--- src/rtl/digit_entry_encoder.sv ---
// rtl/digit_entry_encoder.sv - debounced push-button that latches a hex digit as a 7-segment code and strobes a shift
module digit_entry_encoder #(
    parameter int unsigned DB_COUNT = 250000
) (
    input  logic       clock,
    input  logic       En,
    input  logic       btn_n,
    input  logic [3:0] hex_in,
    output logic [6:0] seg_out,
    output logic       shift_pulse,
    output logic [2:0] digit_count,
    output logic       full
);
    localparam int unsigned CW = 20;
    localparam logic [CW-1:0] LAST = CW'(DB_COUNT - 1);
    localparam logic [2:0] MAX_DIGITS = 3'd6;

    typedef enum logic [1:0] {
        IDLE       = 2'd0,
        DB_PRESS   = 2'd1,
        HELD       = 2'd2,
        DB_RELEASE = 2'd3
    } state_t;

    logic          sync1;
    logic          btn_s;
    state_t        state;
    state_t        state_nx;
    logic [CW-1:0] cnt;
    logic [CW-1:0] cnt_nx;
    logic          cnt_done;
    logic          accept;
    logic [6:0]    seg_nx;
    logic [2:0]    count_nx;
    logic          full_nx;

    function automatic logic [6:0] encode(input logic [3:0] h);
        logic [6:0] s;
        case (h)
            4'h0:    s = 7'b1000000;
            4'h1:    s = 7'b1111001;
            4'h2:    s = 7'b0100100;
            4'h3:    s = 7'b0110000;
            4'h4:    s = 7'b0011001;
            4'h5:    s = 7'b0010010;
            4'h6:    s = 7'b0000010;
            4'h7:    s = 7'b1111000;
            4'h8:    s = 7'b0000000;
            4'h9:    s = 7'b0010000;
            4'hA:    s = 7'b0001000;
            4'hB:    s = 7'b0000011;
            4'hC:    s = 7'b1000110;
            4'hD:    s = 7'b0100001;
            4'hE:    s = 7'b0000110;
            default: s = 7'b0001110;
        endcase
        return s;
    endfunction

    // Synchronizer resets to 1 so a button held through reset is seen as a fresh press.
    always_ff @(posedge clock or negedge En) begin
        if (!En) begin
            sync1 <= 1'b1;
            btn_s <= 1'b1;
        end else begin
            sync1 <= btn_n;
            btn_s <= sync1;
        end
    end

    always_ff @(posedge clock or negedge En) begin
        if (!En) begin
            state <= IDLE;
            cnt   <= '0;
        end else begin
            state <= state_nx;
            cnt   <= cnt_nx;
        end
    end

    assign cnt_done = (cnt == LAST);

    always_comb begin
        state_nx = state;
        cnt_nx   = cnt;
        case (state)
            IDLE: begin
                if (!btn_s) begin
                    state_nx = DB_PRESS;
                    cnt_nx   = '0;
                end
            end
            DB_PRESS: begin
                if (btn_s) begin
                    state_nx = IDLE;
                    cnt_nx   = '0;
                end else if (cnt_done) begin
                    state_nx = HELD;
                    cnt_nx   = '0;
                end else begin
                    cnt_nx = cnt + 1'b1;
                end
            end
            HELD: begin
                if (btn_s) begin
                    state_nx = DB_RELEASE;
                    cnt_nx   = '0;
                end
            end
            DB_RELEASE: begin
                if (!btn_s) begin
                    state_nx = HELD;
                    cnt_nx   = '0;
                end else if (cnt_done) begin
                    state_nx = IDLE;
                    cnt_nx   = '0;
                end else begin
                    cnt_nx = cnt + 1'b1;
                end
            end
            default: begin
                state_nx = IDLE;
                cnt_nx   = '0;
            end
        endcase
    end

    // A press is accepted only on the qualifying DB_PRESS->HELD edge and only while not full.
    always_comb begin
        accept   = (state == DB_PRESS) && !btn_s && cnt_done && !full;
        seg_nx   = accept ? encode(hex_in) : seg_out;
        count_nx = accept ? digit_count + 3'd1 : digit_count;
        full_nx  = (count_nx == MAX_DIGITS);
    end

    always_ff @(posedge clock or negedge En) begin
        if (!En) begin
            seg_out     <= 7'b1111111;
            shift_pulse <= 1'b0;
            digit_count <= 3'd0;
            full        <= 1'b0;
        end else begin
            seg_out     <= seg_nx;
            shift_pulse <= accept;
            digit_count <= count_nx;
            full        <= full_nx;
        end
    end
endmodule

--- config.mk ---
export PLATFORM = sky130hd
export DESIGN_NAME = digit_entry_encoder
export DESIGN_NICKNAME = d
export VERILOG_FILES = /design/src/rtl/digit_entry_encoder.sv
export SDC_FILE = /design/constraint.sdc
export NUM_CORES = 1
export LEC_CHECK = 0
export ABC_AREA = 1
export BUFFER_PORTS_ARGS = -buffer_cell sky130_fd_sc_hd__buf_2
export CAP_MARGIN = 30
export CORE_MARGIN = 4
export CORE_UTILIZATION = 30
export CTS_BUF_LIST = sky130_fd_sc_hd__clkbuf_4 sky130_fd_sc_hd__clkbuf_8 sky130_fd_sc_hd__clkbuf_16
export DETAILED_ROUTE_END_ITERATION = 8
export SLEW_MARGIN = 20
export SYNTH_ARGS = -nofsm -noshare
export SYNTH_HDL_FRONTEND = slang
export SYNTH_SLANG_ARGS = --single-unit
--- constraint.sdc ---
create_clock -name clock -period 1.8 [get_ports clock]
set_clock_uncertainty 0.15 [all_clocks]
set_input_delay 0.54 -clock clock [delete_from_list [all_inputs] [get_ports clock]]
set_output_delay 0.54 -clock clock [all_outputs]
set_load 0.02 [all_outputs]
==> insert_results.sql <==
INSERT INTO impl_metrics (metric_group, metric, value, unit) VALUES
('timing', 'drv_slew', '0', ''),
('route', 'routedWlPerCell', '11.35', 'um'),
('route', 'vias', '1856', ''),
('timing', 'tightestPinTransition', '0.3836', 'ns'),
('clock_tree', 'root_buffer', 'sky130_fd_sc_hd__clkbuf_8', ''),
('clock_tree', 'cts_tree', 'yes', ''),
('setup_path', 'worst-setup-path-type', 'reg2reg', ''),
('clock_tree', 'depth_of_the_cts_h_tree', '2', ''),
('synth', 'synth-seq-area-share', '41.75', '%'),
('route', 'drt_first_iter_violations', '89', ''),
('synth', 'synth.mux.area_fraction', '0', '%'),
('timing', 'timing.final.hold_violations', '0', ''),
('floorplanning', 'fp.dieH', '93.34', 'um'),
('global_routing', 'grt_remaining_overflow', '0', ''),
('place', 'buffer_ports.inserted', '18', ''),
('synth', 'synth_xor_area_share', '2.005', '%'),
('route', 'post-route-drc-count', '0', ''),
('cells_and_area', 'synthToLayoutAreaGrowth', '19.42', '%'),
('pwr', 'power.static_leakage', '0.001227', 'uW'),
('synth', 'synth_nets', '294', ''),
('cells_and_area', 'antenna_cells_inserted', '0', ''),
('route', 'antenna_left', '0', ''),
('timing', 'layout_worst_path_cycle_share', '94.85', '%'),
('place', 'placedCellCount', '397', ''),
('floorplanning', 'chipWidth', '93.34', 'um'),
('pwr', 'pwr_density_cell', '816.1', 'nW/um^2'),
('synth', 'fraction_of_the_mapped_netlist_area_in_adder_cells', '4.582', '%'),
('route', 'drt_first_pass_iters', '4', ''),
('floorplanning', 'io-pin-count', '19', ''),
('synth', 'synth-compound-area-share', '11.68', '%'),
('clock_tree', 'cts_sinks', '36', ''),
('clock_tree', 'worst_skew_pair.late_latency', '0.30', 'ns'),
('timing', 'rsz0062_at_grt', 'false', ''),
('setup_path', 'worst_setup_path_end_kind', 'register', ''),
('place', 'detailed_placement_wirelength_estimate', '3473', 'um'),
('global_routing', 'grt_pass1_wl', '7935', 'um'),
('global_routing', 'first_global_vias', '1761', ''),
('clock_tree', 'number_of_buffers_between_clock_root_and_the_deepest_sink', '2', ''),
('synth', 'post_synth_and_or_nand_nor_area_fraction', '30.76', '%'),
('synth', 'netlist-cell-type-count', '33', ''),
('synth', 'synth.cell_area', '2185', 'um^2'),
('global_routing', 'grt.total_usage', '11.45', '%'),
('synth', 'asyncSetResetFlopFracSynth', '100.0', '%'),
('cells_and_area', 'final-instance-count-excl-fill', '408', ''),
('place', 'routability_driven_placement_congestion_ratio', '0.8904', ''),
('status', 'status', 'finished, final reports clean', ''),
('worst_hold_path', 'worst_hold_path_type', 'in2async', ''),
('synth', 'ys_dominant_reg_cell', 'sky130_fd_sc_hd__dfrtp_1', ''),
('pwr', 'fin_total_pwr', '2129', 'uW'),
('setup_path', 'cp.required', '1.86', 'ns'),
('synth', 'syn_area_per_cell', '7.830', 'um^2'),
('clock_tree', 'clk_pin_slew_worst_paths', '0.08', 'ns'),
('floorplanning', 'core_area', '6944', 'um^2'),
('synth', 'synth_largest_area_cell', 'sky130_fd_sc_hd__dfrtp_1', ''),
('synth', 'number_of_flip_flops_and_latches_in_the_synthesized_netlist', '36', ''),
('setup_path', 'worstSetupStartpointType', 'register', ''),
('clock_tree', 'cts_inserted_buffers', '5', ''),
('synth', 'synthesis.yosys.warnings', '0', ''),
('floorplanning', 'die_area', '8711', 'um^2'),
('synth', 'yosys-top-cells-area', 'sky130_fd_sc_hd__dfrtp_1 31%, sky130_fd_sc_hd__nand2_1 11%, sky130_fd_sc_hd__dfstp_2 11%', ''),
('cells_and_area', 'final_cell_mix', '64 x sky130_fd_sc_hd__nand2_1, 37 x sky130_fd_sc_hd__inv_1, 29 x sky130_fd_sc_hd__nand3_1', ''),
('timing', 'setup_viol_count_final', '0', ''),
('run', 'drv.max_cap_violation_count', '0', ''),
('route', 'routed_wl', '4630', 'um'),
('setup_path', 'cp_data_arrival_time', '1.77', 'ns'),
('global_routing', 'grt_max_degree', '37', ''),
('timing', 'worst_hold_slack', '0.04412', 'ns'),
('timing', 'clock.fmax', '0.5857', 'GHz'),
('clock_tree', 'cts_hold_buf', '0', ''),
('cells_and_area', 'nNetsFinal', '326', ''),
('cells_and_area', 'utilization', '37.57', '%');
==> sequential cells by signal, indices dropped and copies added, names as in the netlist, named ones only <==
name / cells
btn_s: 1
cnt: 20
digit_count: 3
full: 1
seg_out: 7
shift_pulse: 1
state: 1
sync1: 1
==> layer usage <==
metal	track usage, %	routed length, um
met2	17.39	2103
met3	2.735	200
met4	4.518	64
met1	15.62	2262
met5	0	0
==> final timing paths <==
check                        from         end  slack [ns]  cells after the start
setup reg to reg           cnt[1]    register        0.09                     10
hold reg to reg             sync1       btn_s        0.21                      0
hold / removal                 En    state[0]        0.04                      2
max in group asynchronous      En  seg_out[6]        1.21                      2
setup / recovery           cnt[1]    register        0.09                     10
min in group clock          btn_n       sync1        0.19                      1
==> synthesized netlist by cell type, types with 5 or more instances <==
cell and count:
sky130_fd_sc_hd__dfstp_2 9, sky130_fd_sc_hd__inv_2 6, sky130_fd_sc_hd__nor2_1 21, sky130_fd_sc_hd__ha_1 8, sky130_fd_sc_hd__inv_1 37, sky130_fd_sc_hd__nor2_2 5
sky130_fd_sc_hd__o21ai_0 20, sky130_fd_sc_hd__nand2_1 64, sky130_fd_sc_hd__a21oi_1 8, sky130_fd_sc_hd__dfrtp_1 27, sky130_fd_sc_hd__nand3_1 29, sky130_fd_sc_hd__o21ai_1 11
==> repair_timing <==
item                                    CTS  global route
endpoints found under the setup margin    0            20
resized for setup                         0             6
setup buffers                             0             3
==> cell type report <==
type,count,area [um^2]
clock buffer,5,68.82
clock inverter,3,42.54
fill,725,4335
inverter,45,176.4
multi-input combinational,195,1099
sequential,36,912.1
tap,96,120.1
timing repair buffer,28,190.2
==> where the power goes <==
group	total, uW	switching (uW)	internal, uW
registers	893	37.0	856
logic	519	338	181
clock network	717	307	410
total	2130	682	1450
==> worst max-delay path: stages, from the launching register on <==
cell,delay [ns]
sky130_fd_sc_hd__dfrtp_1,0.41
sky130_fd_sc_hd__ha_4,0.17
sky130_fd_sc_hd__nand3_4,0.12
sky130_fd_sc_hd__inv_4,0.10
sky130_fd_sc_hd__nand3_4,0.09
sky130_fd_sc_hd__nor2_8,0.17
sky130_fd_sc_hd__nor2_4,0.05
sky130_fd_sc_hd__buf_12,0.15
sky130_fd_sc_hd__nor2_4,0.09
sky130_fd_sc_hd__nand2_1,0.05
sky130_fd_sc_hd__o21ai_0,0.07
==> cell families after synthesis <==
family	count (synthesis)
AND/OR/NAND/NOR	136
adder cells (fa/ha/maj)	8
XOR/XNOR	5
buffers and inverters	48
AO/OA/AOI/OAI	46
flip-flops	36
==> through the flow <==
stage | area, um^2 | TNS [ns] | worst slack, ns
3_5_place_dp | 2446 | -0.02720 | -0.02720
4_1_cts | 2557 | 0 | 0.01690
3_3_place_gp | 2446 | -0.02273 | -0.02273
6_report | 2609 | 0 | 0.09273
5_1_grt | 2609 | 0 | 0.01179
2_1_floorplan | 2185 | 0 | 0.1480
Power figures use the tool's default switching activity.
